[src/rtl/ahb_master_req_arbiter_if.sv]
`default_nettype none
// ============================================================================
// Module      : ahb_master_req_arbiter_if
// Description : Bundles the requester-side (I-cache, D-cache, peripheral LSU)
//               and master-side signals of ahb_master_req_arbiter.
//               modport master : view taken by the arbiter itself
//               modport slave  : view taken by the surrounding requesters and
//                                the AHB master (testbench / integration)
// Signals     : i_req/i_addr/i_ready           I-cache line fill
//               d_req/d_write/d_addr/d_wdata/d_ready  D-cache fill/writeback
//               p_req/p_write/p_addr/p_wdata/p_ready  peripheral single access
//               rdata                           read data broadcast
//               m_addr/m_write/m_wdata/m_transfer  to AHB master
//               m_rdata/m_ready                 from AHB master
//               gnt                             one-hot owner {p,d,i}
// Revision    : 1.0 - initial release
// ============================================================================
interface ahb_master_req_arbiter_if;

  logic        i_req;
  logic [31:0] i_addr;
  logic        i_ready;

  logic        d_req;
  logic        d_write;
  logic [31:0] d_addr;
  logic [31:0] d_wdata;
  logic        d_ready;

  logic        p_req;
  logic        p_write;
  logic [31:0] p_addr;
  logic [31:0] p_wdata;
  logic        p_ready;

  logic [31:0] rdata;

  logic [31:0] m_addr;
  logic        m_write;
  logic [31:0] m_wdata;
  logic [1:0]  m_transfer;
  logic [31:0] m_rdata;
  logic        m_ready;

  logic [2:0]  gnt;

  modport master (
    input  i_req, i_addr,
    input  d_req, d_write, d_addr, d_wdata,
    input  p_req, p_write, p_addr, p_wdata,
    input  m_rdata, m_ready,
    output i_ready, d_ready, p_ready, rdata,
    output m_addr, m_write, m_wdata, m_transfer, gnt
  );

  modport slave (
    output i_req, i_addr,
    output d_req, d_write, d_addr, d_wdata,
    output p_req, p_write, p_addr, p_wdata,
    output m_rdata, m_ready,
    input  i_ready, d_ready, p_ready, rdata,
    input  m_addr, m_write, m_wdata, m_transfer, gnt
  );

endinterface
`default_nettype wire

[src/rtl/ahb_master_req_arbiter.sv]
`default_nettype none
// ============================================================================
// Module      : ahb_master_req_arbiter
// Description : Shares the single AHB master processor-side port between the
//               I-cache (burst read), D-cache (burst fill/writeback) and the
//               uncached peripheral path (single beat). Arbitrates in IDLE,
//               issues a one-cycle transfer request, then holds the grant and
//               steers address/data/ready until all beats have completed.
// Ports       : HCLK      clock
//               HRESETn   asynchronous active-low reset
//               bus       ahb_master_req_arbiter_if.master (all bus signals)
// Parameters  : BURST_BEATS  beats per cache line transfer (>= 2)
//               CNT_W        beat counter width, 2**CNT_W > BURST_BEATS
// Options     : AHB_ARB_ROUND_ROBIN_EN  rotating priority I -> D -> P,
//               pointer resets to I-highest. Undefined: fixed D > I > P.
// Revision    : 1.0 - initial release
// ============================================================================
module ahb_master_req_arbiter #(
  parameter int BURST_BEATS = 8,
  parameter int CNT_W       = 4
) (
  input  logic                      HCLK,
  input  logic                      HRESETn,
  ahb_master_req_arbiter_if.master  bus
);

  // --------------------------------------------------------------------------
  // Constants
  // --------------------------------------------------------------------------
  localparam logic [1:0] c_xfer_none = 2'd0;
  localparam logic [1:0] c_xfer_i    = 2'd1;
  localparam logic [1:0] c_xfer_d    = 2'd2;
  localparam logic [1:0] c_xfer_p    = 2'd3;

  localparam logic [2:0] c_gnt_none  = 3'b000;
  localparam logic [2:0] c_gnt_i     = 3'b001;
  localparam logic [2:0] c_gnt_d     = 3'b010;
  localparam logic [2:0] c_gnt_p     = 3'b100;

  localparam logic [CNT_W-1:0] c_cnt_zero  = '0;
  localparam logic [CNT_W-1:0] c_cnt_one   = CNT_W'(1);
  localparam logic [CNT_W-1:0] c_last_beat = CNT_W'(BURST_BEATS - 1);

  typedef enum logic [1:0] {
    ST_IDLE  = 2'd0,
    ST_ISSUE = 2'd1,
    ST_BUSY  = 2'd2,
    ST_DONE  = 2'd3
  } state_t;

  // --------------------------------------------------------------------------
  // Helpers
  // --------------------------------------------------------------------------
  // Returns the first of three one-hot candidates (in priority order) that
  // has its request bit set; zero when nobody is requesting.
  function automatic logic [2:0] f_pick3(
    input logic [2:0] req,
    input logic [2:0] first,
    input logic [2:0] second,
    input logic [2:0] third
  );
    if ((req & first) != c_gnt_none) begin
      return first;
    end
    if ((req & second) != c_gnt_none) begin
      return second;
    end
    if ((req & third) != c_gnt_none) begin
      return third;
    end
    return c_gnt_none;
  endfunction

  function automatic logic [1:0] f_code(input logic [2:0] onehot);
    case (onehot)
      c_gnt_i: return c_xfer_i;
      c_gnt_d: return c_xfer_d;
      c_gnt_p: return c_xfer_p;
      default: return c_xfer_none;
    endcase
  endfunction

  // --------------------------------------------------------------------------
  // State
  // --------------------------------------------------------------------------
  state_t           r_state;
  logic [2:0]       r_gnt;
  logic [1:0]       r_transfer;
  logic [CNT_W-1:0] r_cnt;

  logic [2:0]       w_req;
  logic [2:0]       w_win;
  logic             w_beat;
  logic             w_last;
  logic             w_steer;

  assign w_req = {bus.p_req, bus.d_req, bus.i_req};

  // --------------------------------------------------------------------------
  // Arbitration (only consumed while IDLE)
  // --------------------------------------------------------------------------
`ifdef AHB_ARB_ROUND_ROBIN_EN
  // One-hot {p,d,i}: the requester that currently has highest priority.
  logic [2:0] r_rr_top;

  always_comb begin
    w_win = c_gnt_none;
    case (r_rr_top)
      c_gnt_d: w_win = f_pick3(w_req, c_gnt_d, c_gnt_p, c_gnt_i);
      c_gnt_p: w_win = f_pick3(w_req, c_gnt_p, c_gnt_i, c_gnt_d);
      default: w_win = f_pick3(w_req, c_gnt_i, c_gnt_d, c_gnt_p);
    endcase
  end

  // After owner X completes, the requester following X in the cycle
  // I -> D -> P -> I becomes highest, which leaves X lowest. With the
  // {p,d,i} bit order that is a rotate-left of the finishing grant.
  always_ff @(posedge HCLK or negedge HRESETn) begin
    if (!HRESETn) begin
      r_rr_top <= c_gnt_i;
    end else if (w_beat && w_last) begin
      r_rr_top <= {r_gnt[1:0], r_gnt[2]};
    end
  end
`else
  always_comb begin
    w_win = f_pick3(w_req, c_gnt_d, c_gnt_i, c_gnt_p);
  end
`endif

  // --------------------------------------------------------------------------
  // Beat accounting
  // --------------------------------------------------------------------------
  // m_ready only counts while BUSY; strays in IDLE/ISSUE/DONE are dropped.
  assign w_beat = (r_state == ST_BUSY) && bus.m_ready;
  // The peripheral path is a single beat; bursts end on the last counted beat.
  assign w_last = (r_gnt == c_gnt_p) || (r_cnt == c_last_beat);

  // --------------------------------------------------------------------------
  // Control FSM
  // --------------------------------------------------------------------------
  always_ff @(posedge HCLK or negedge HRESETn) begin
    if (!HRESETn) begin
      r_state    <= ST_IDLE;
      r_gnt      <= c_gnt_none;
      r_transfer <= c_xfer_none;
      r_cnt      <= c_cnt_zero;
    end else begin
      case (r_state)
        ST_IDLE: begin
          if (w_win != c_gnt_none) begin
            r_gnt      <= w_win;
            r_transfer <= f_code(w_win);
            r_cnt      <= c_cnt_zero;
            r_state    <= ST_ISSUE;
          end
        end
        ST_ISSUE: begin
          // The master latches address/control in this single cycle.
          r_transfer <= c_xfer_none;
          r_cnt      <= c_cnt_zero;
          r_state    <= ST_BUSY;
        end
        ST_BUSY: begin
          if (w_beat) begin
            r_cnt <= r_cnt + c_cnt_one;
            if (w_last) begin
              r_gnt   <= c_gnt_none;
              r_state <= ST_DONE;
            end
          end
        end
        ST_DONE: begin
          r_state <= ST_IDLE;
        end
        default: begin
          r_state    <= ST_IDLE;
          r_gnt      <= c_gnt_none;
          r_transfer <= c_xfer_none;
        end
      endcase
    end
  end

  // --------------------------------------------------------------------------
  // Steering
  // --------------------------------------------------------------------------
  // Address/data follow the owner's live inputs so a writeback can present a
  // new data word on every beat; outside ISSUE/BUSY everything reads zero.
  assign w_steer = (r_state == ST_ISSUE) || (r_state == ST_BUSY);

  logic [31:0] w_m_addr;
  logic        w_m_write;
  logic [31:0] w_m_wdata;

  always_comb begin
    w_m_addr  = 32'h0;
    w_m_write = 1'b0;
    w_m_wdata = 32'h0;
    if (w_steer) begin
      case (r_gnt)
        c_gnt_i: begin
          w_m_addr  = bus.i_addr;
        end
        c_gnt_d: begin
          w_m_addr  = bus.d_addr;
          w_m_write = bus.d_write;
          w_m_wdata = bus.d_wdata;
        end
        c_gnt_p: begin
          w_m_addr  = bus.p_addr;
          w_m_write = bus.p_write;
          w_m_wdata = bus.p_wdata;
        end
        default: begin
          w_m_addr  = 32'h0;
        end
      endcase
    end
  end

  assign bus.m_addr     = w_m_addr;
  assign bus.m_write    = w_m_write;
  assign bus.m_wdata    = w_m_wdata;
  assign bus.m_transfer = r_transfer;
  assign bus.gnt        = r_gnt;

  assign bus.i_ready    = w_beat && r_gnt[0];
  assign bus.d_ready    = w_beat && r_gnt[1];
  assign bus.p_ready    = w_beat && r_gnt[2];

  assign bus.rdata      = bus.m_rdata;

endmodule
`default_nettype wire

[src/flat_wrapper.sv]
// flat-port wrapper written by rule: the top's interface ports become plain ports
module ahb_master_req_arbiter_flat 
#(
  parameter int BURST_BEATS = 8,
  parameter int CNT_W       = 4
)
  (HCLK, HRESETn, bus_i_req, bus_i_addr, bus_d_req, bus_d_write, bus_d_addr, bus_d_wdata, bus_p_req, bus_p_write, bus_p_addr, bus_p_wdata, bus_m_rdata, bus_m_ready, bus_i_ready, bus_d_ready, bus_p_ready, bus_rdata, bus_m_addr, bus_m_write, bus_m_wdata, bus_m_transfer, bus_gnt);
  ahb_master_req_arbiter_if bus_i ();
  input  logic HCLK;
  input  logic HRESETn;
  input wire logic [$bits(bus_i.i_req)-1:0] bus_i_req;
  input wire logic [$bits(bus_i.i_addr)-1:0] bus_i_addr;
  input wire logic [$bits(bus_i.d_req)-1:0] bus_d_req;
  input wire logic [$bits(bus_i.d_write)-1:0] bus_d_write;
  input wire logic [$bits(bus_i.d_addr)-1:0] bus_d_addr;
  input wire logic [$bits(bus_i.d_wdata)-1:0] bus_d_wdata;
  input wire logic [$bits(bus_i.p_req)-1:0] bus_p_req;
  input wire logic [$bits(bus_i.p_write)-1:0] bus_p_write;
  input wire logic [$bits(bus_i.p_addr)-1:0] bus_p_addr;
  input wire logic [$bits(bus_i.p_wdata)-1:0] bus_p_wdata;
  input wire logic [$bits(bus_i.m_rdata)-1:0] bus_m_rdata;
  input wire logic [$bits(bus_i.m_ready)-1:0] bus_m_ready;
  output wire logic [$bits(bus_i.i_ready)-1:0] bus_i_ready;
  output wire logic [$bits(bus_i.d_ready)-1:0] bus_d_ready;
  output wire logic [$bits(bus_i.p_ready)-1:0] bus_p_ready;
  output wire logic [$bits(bus_i.rdata)-1:0] bus_rdata;
  output wire logic [$bits(bus_i.m_addr)-1:0] bus_m_addr;
  output wire logic [$bits(bus_i.m_write)-1:0] bus_m_write;
  output wire logic [$bits(bus_i.m_wdata)-1:0] bus_m_wdata;
  output wire logic [$bits(bus_i.m_transfer)-1:0] bus_m_transfer;
  output wire logic [$bits(bus_i.gnt)-1:0] bus_gnt;
  assign bus_i.i_req = bus_i_req;
  assign bus_i.i_addr = bus_i_addr;
  assign bus_i.d_req = bus_d_req;
  assign bus_i.d_write = bus_d_write;
  assign bus_i.d_addr = bus_d_addr;
  assign bus_i.d_wdata = bus_d_wdata;
  assign bus_i.p_req = bus_p_req;
  assign bus_i.p_write = bus_p_write;
  assign bus_i.p_addr = bus_p_addr;
  assign bus_i.p_wdata = bus_p_wdata;
  assign bus_i.m_rdata = bus_m_rdata;
  assign bus_i.m_ready = bus_m_ready;
  assign bus_i_ready = bus_i.i_ready;
  assign bus_d_ready = bus_i.d_ready;
  assign bus_p_ready = bus_i.p_ready;
  assign bus_rdata = bus_i.rdata;
  assign bus_m_addr = bus_i.m_addr;
  assign bus_m_write = bus_i.m_write;
  assign bus_m_wdata = bus_i.m_wdata;
  assign bus_m_transfer = bus_i.m_transfer;
  assign bus_gnt = bus_i.gnt;
  ahb_master_req_arbiter #(.BURST_BEATS(BURST_BEATS), .CNT_W(CNT_W)) u_core (.HCLK(HCLK), .HRESETn(HRESETn), .bus(bus_i));
endmodule
[config.mk]
export PLATFORM = sky130hd
export DESIGN_NAME = ahb_master_req_arbiter_flat
export DESIGN_NICKNAME = d
export VERILOG_FILES = /design/src/rtl/ahb_master_req_arbiter_if.sv /design/src/rtl/ahb_master_req_arbiter.sv /design/src/flat_wrapper.sv
export SDC_FILE = /design/constraint.sdc
export NUM_CORES = 1
export LEC_CHECK = 0
export BUFFER_PORTS_ARGS = -buffer_cell sky130_fd_sc_hd__buf_4
export CAP_MARGIN = 20
export CELL_PAD_IN_SITES_DETAIL_PLACEMENT = 1
export CELL_PAD_IN_SITES_GLOBAL_PLACEMENT = 1
export CORE_AREA = 3 3 119 121
export DETAILED_ROUTE_END_ITERATION = 8
export DIE_AREA = 0 0 122 124
export HOLD_SLACK_MARGIN = 0.03
export PLACE_DENSITY_LB_ADDON = 0.1
export SYNTH_ARGS = -nofsm -noshare
export SYNTH_HDL_FRONTEND = slang
export SYNTH_SLANG_ARGS = --single-unit
[constraint.sdc]
create_clock -name HCLK -period 1.9 [get_ports HCLK]
set_input_delay 0 -clock HCLK [delete_from_list [all_inputs] [get_ports HCLK]]
set_output_delay 0 -clock HCLK [all_outputs]
set_load 0.05 [all_outputs]
==> out/qor.txt <==
area added between synthesis and finish = 131%
Yosys reg bits = 11
Cell Pwr Density = 1910 mW/mm^2
worst reg2reg path startpoint = u_core.r_state[0]
htree depth = 1
met3 Use GR = 2.18%
Clock Tree Root = clkbuf_16
routed vias = 3200
Synth top area share = 22.2%
Fin. Hold Viols = 0
DPL Wire Length = 9.66 mm
post-route antenna net violation count = 0
crit-path cells = nor2b_4 -> o311ai_4 -> buf_12 -> bufbuf_16 -> nor2_4 -> buf_4
chip width = 122 um
Clock Skews = 2.43 ps
vias in the first global route = 3283
syn nets = 497
Post-synth ARST share = 100%
Global Route met2 Usage = 28.8%
Max FO, Critical Path = 6
Least-Margin Pin Slew = 541 ps
met1 Track Usage GR = 16.8%
first-pass GRT wire length = 17.7 mm
R2R depth = 6
ant diodes = 0
minimum clock period = 1840 ps
Syn Inst Count = 292
fraction of layout cells with a size suffix above 1 = 64.9%
GRT Residual Overflow = 0
Synth area leader = a22oi_1
Reg2Reg Setup Slack = 120 ps
I/O Pins = 305
Setup crit start kind = flop
CP Class = reg2out
number of synthesized flops with an enable pin = 0
largest cells by area after synthesis = a22oi_1, a2bb2oi_1, dfrtp_1
reg-to-reg critical path endpoint = u_core.bus.gnt[1]
Final nets = 736
I/O Buffers = 240
CTS sink cnt = 11
drt first pass iters = 4
final worst-path cycle share = 96.8%
Synth cell types = 30
Main synth FF type = dfrtp_1
Syn. warnings = 0
# DRC = 0
outcome = finished clean
initial core utilization = 16.7%
core area = 0.0132 sq mm
Max VDD drop = 655 uV
Worst EP required = 1900 ps
P_leak = 2.35 nW
most frequent cell after synthesis = a22oi_1
Most Crowded Layer GR = met2
Max Clk Rate = 544 MHz
clock buffer depth = 2
WL/cell = 18.2 um
Final setup viols = 0
die area = 0.0151 sq mm
largest net degree at the start of global routing = 56
critical path endpoint category = output pin
GRT Util Overall = 14.6%
initial antenna violation count = 0
worst skew pair latency = 240 ps
Slew HR = 63.8%
fin util = 38.5%
Reg clk slew, reported paths = 40 ps
crit path DAT = 1840 ps
sequential fraction of the synthesis area = 12.5%
DR vias/cell = 4.53
CTS buffer count = 3
critical path's largest stage delay = 460 ps
Die Span Y = 124 um
Hold Path Class = in2async
CTS tree = built
pre-CTS WS = 79.8 ps
Commonest cells post-synth = a22oi_1, nor2b_1, buf_4, nor2_1, a2bb2oi_1
MaxCap Viol Count = 0
Mapped Area = 0.00220 sq mm
Synth Area per Inst = 7.54 sq um
Final WS setup = 60.2 ps
fin. max-slew vios = 0
row cnt = 42
RSZ-0062 raised after global routing = true
First DRT Iteration DRCs = 100
gp weighted congestion = 0.760
Detailed Route WL = 12.9 mm
Crit-path slowest cell = dfrtp_2
==> state kept, by name, indices dropped and copies added (netlist names) <==
| register | count |
|---|---|
| u_core.bus.gnt | 3 |
| u_core.r_cnt | 4 |
| u_core.bus.m_transfer | 2 |
| u_core.r_state | 2 |
==> critical path: cells and delay by family, from the launching register on <==
family | cells | cell delay (ps)
AOI/OAI and AO/OA | 1 | 300
buffers and inverters | 3 | 630
DFF | 1 | 460
and+or+nand+nor | 2 | 220
==> report_power, final <==
group          internal [mW]  switching, mW  total, mW
logic                   3.76           5.10       8.86
registers              0.338          0.137      0.475
clock network          0.282          0.103      0.385
==> cell type report <==
cell class                      instances  area (sq um)
Fill cell                            1534          8110
Timing Repair Buffer                  296          2490
Multi-Input combinational cell        213          1990
Sequential cell                        11           279
Tap cell                              176           220
Clock buffer                            4          78.8
Inverter                                6          22.5
==> worst max path at each step <==
| stage | start | to | slack [ps] | cells past startpoint |
|---|---|---|---|---|
| final | u_core.bus.gnt[1] | bus_m_addr[28] | 60 | 6 |
| after global routing | u_core.bus.gnt[1] | bus_m_wdata[20] | -20 | 6 |
| after CTS | u_core.r_state[1] | bus_m_addr[14] | 1 | 8 |
| after detailed placement | u_core.bus.gnt[1] | bus_m_wdata[13] | 80 | 6 |
| after global placement | u_core.bus.gnt[1] | bus_m_wdata[14] | 140 | 6 |
| after floorplan | u_core.bus.gnt[2] | bus_m_wdata[10] | -50 | 6 |
==> routing by layer <==
metal / share of wire, % / vias up
met5: 0 / -
met4: 0.75 / 0
met3: 7.0 / 8
met2: 56 / 140
met1: 37 / 1524
li1: - / 1528
==> logic make-up (layout without fill, tap and decap cells) <==
| kind of cell | Yosys count | after routing | synth area share (%) |
|---|---|---|---|
| AOI/OAI and AO/OA | 113 | 113 | 40.8 |
| buffers and inverters | 68 | 306 | 19.9 |
| DFF | 11 | 11 | 12.5 |
| muxes | 5 | 5 | 2.50 |
| and+or+nand+nor | 90 | 90 | 21.4 |
| adders and majority gates | 5 | 5 | 2.84 |
==> layout by cell type (no fill, tap or decap), types with 2 or more instances in the layout <==
| cell type | netlist | layout |
|---|---|---|
| a22oi_1 | 65 | 65 |
| nand3_1 | 3 | 3 |
| nor2_1 | 35 | 3 |
| nor2b_2 | 0 | 4 |
| buf_12 | 0 | 10 |
| nor2_4 | 0 | 30 |
| a21oi_1 | 3 | 3 |
| a2bb2oi_1 | 32 | 32 |
| a22o_1 | 2 | 2 |
| dlygate4sd3_1 | 0 | 33 |
| dfrtp_1 | 11 | 8 |
| mux2_1 | 4 | 4 |
| buf_4 | 36 | 247 |
| ha_1 | 5 | 4 |
| nor2b_4 | 0 | 32 |
| and3_1 | 3 | 3 |
| nor3_1 | 3 | 3 |
| nor2b_1 | 38 | 2 |
| clkbuf_16 | 0 | 4 |
| dfrtp_2 | 0 | 3 |
| inv_1 | 6 | 5 |
| nand2_1 | 4 | 4 |
| buf_6 | 4 | 3 |
| nor2_2 | 0 | 2 |
| o21ai_0 | 5 | 4 |
==> timing repair <==
action                                  in CTS  in global routing
resized for setup                           10                  6
gates cloned                                 1                  1
setup buffers                                2                  4
hold buffers                                33                  0
pin swaps                                    0                  2
hold endpoints to repair                    43                  0
endpoints found under the setup margin      65                 53
==> per-stage QoR <==
step           instances  instance area (sq um)  power (mW)  hold WS, ps  TNS (ps)
2_1_floorplan        292                   2670        6.63         -296     -49.3
3_3_place_gp         661                   4490        8.65         -150         0
3_5_place_dp         661                   4490        8.71         -148         0
4_1_cts              701                   4990        9.69          143         0
5_1_grt              706                   5080        10.3          154      -195
6_report             706                   5080        9.72          143         0
Note: power is estimated with default switching activity, not from simulation.
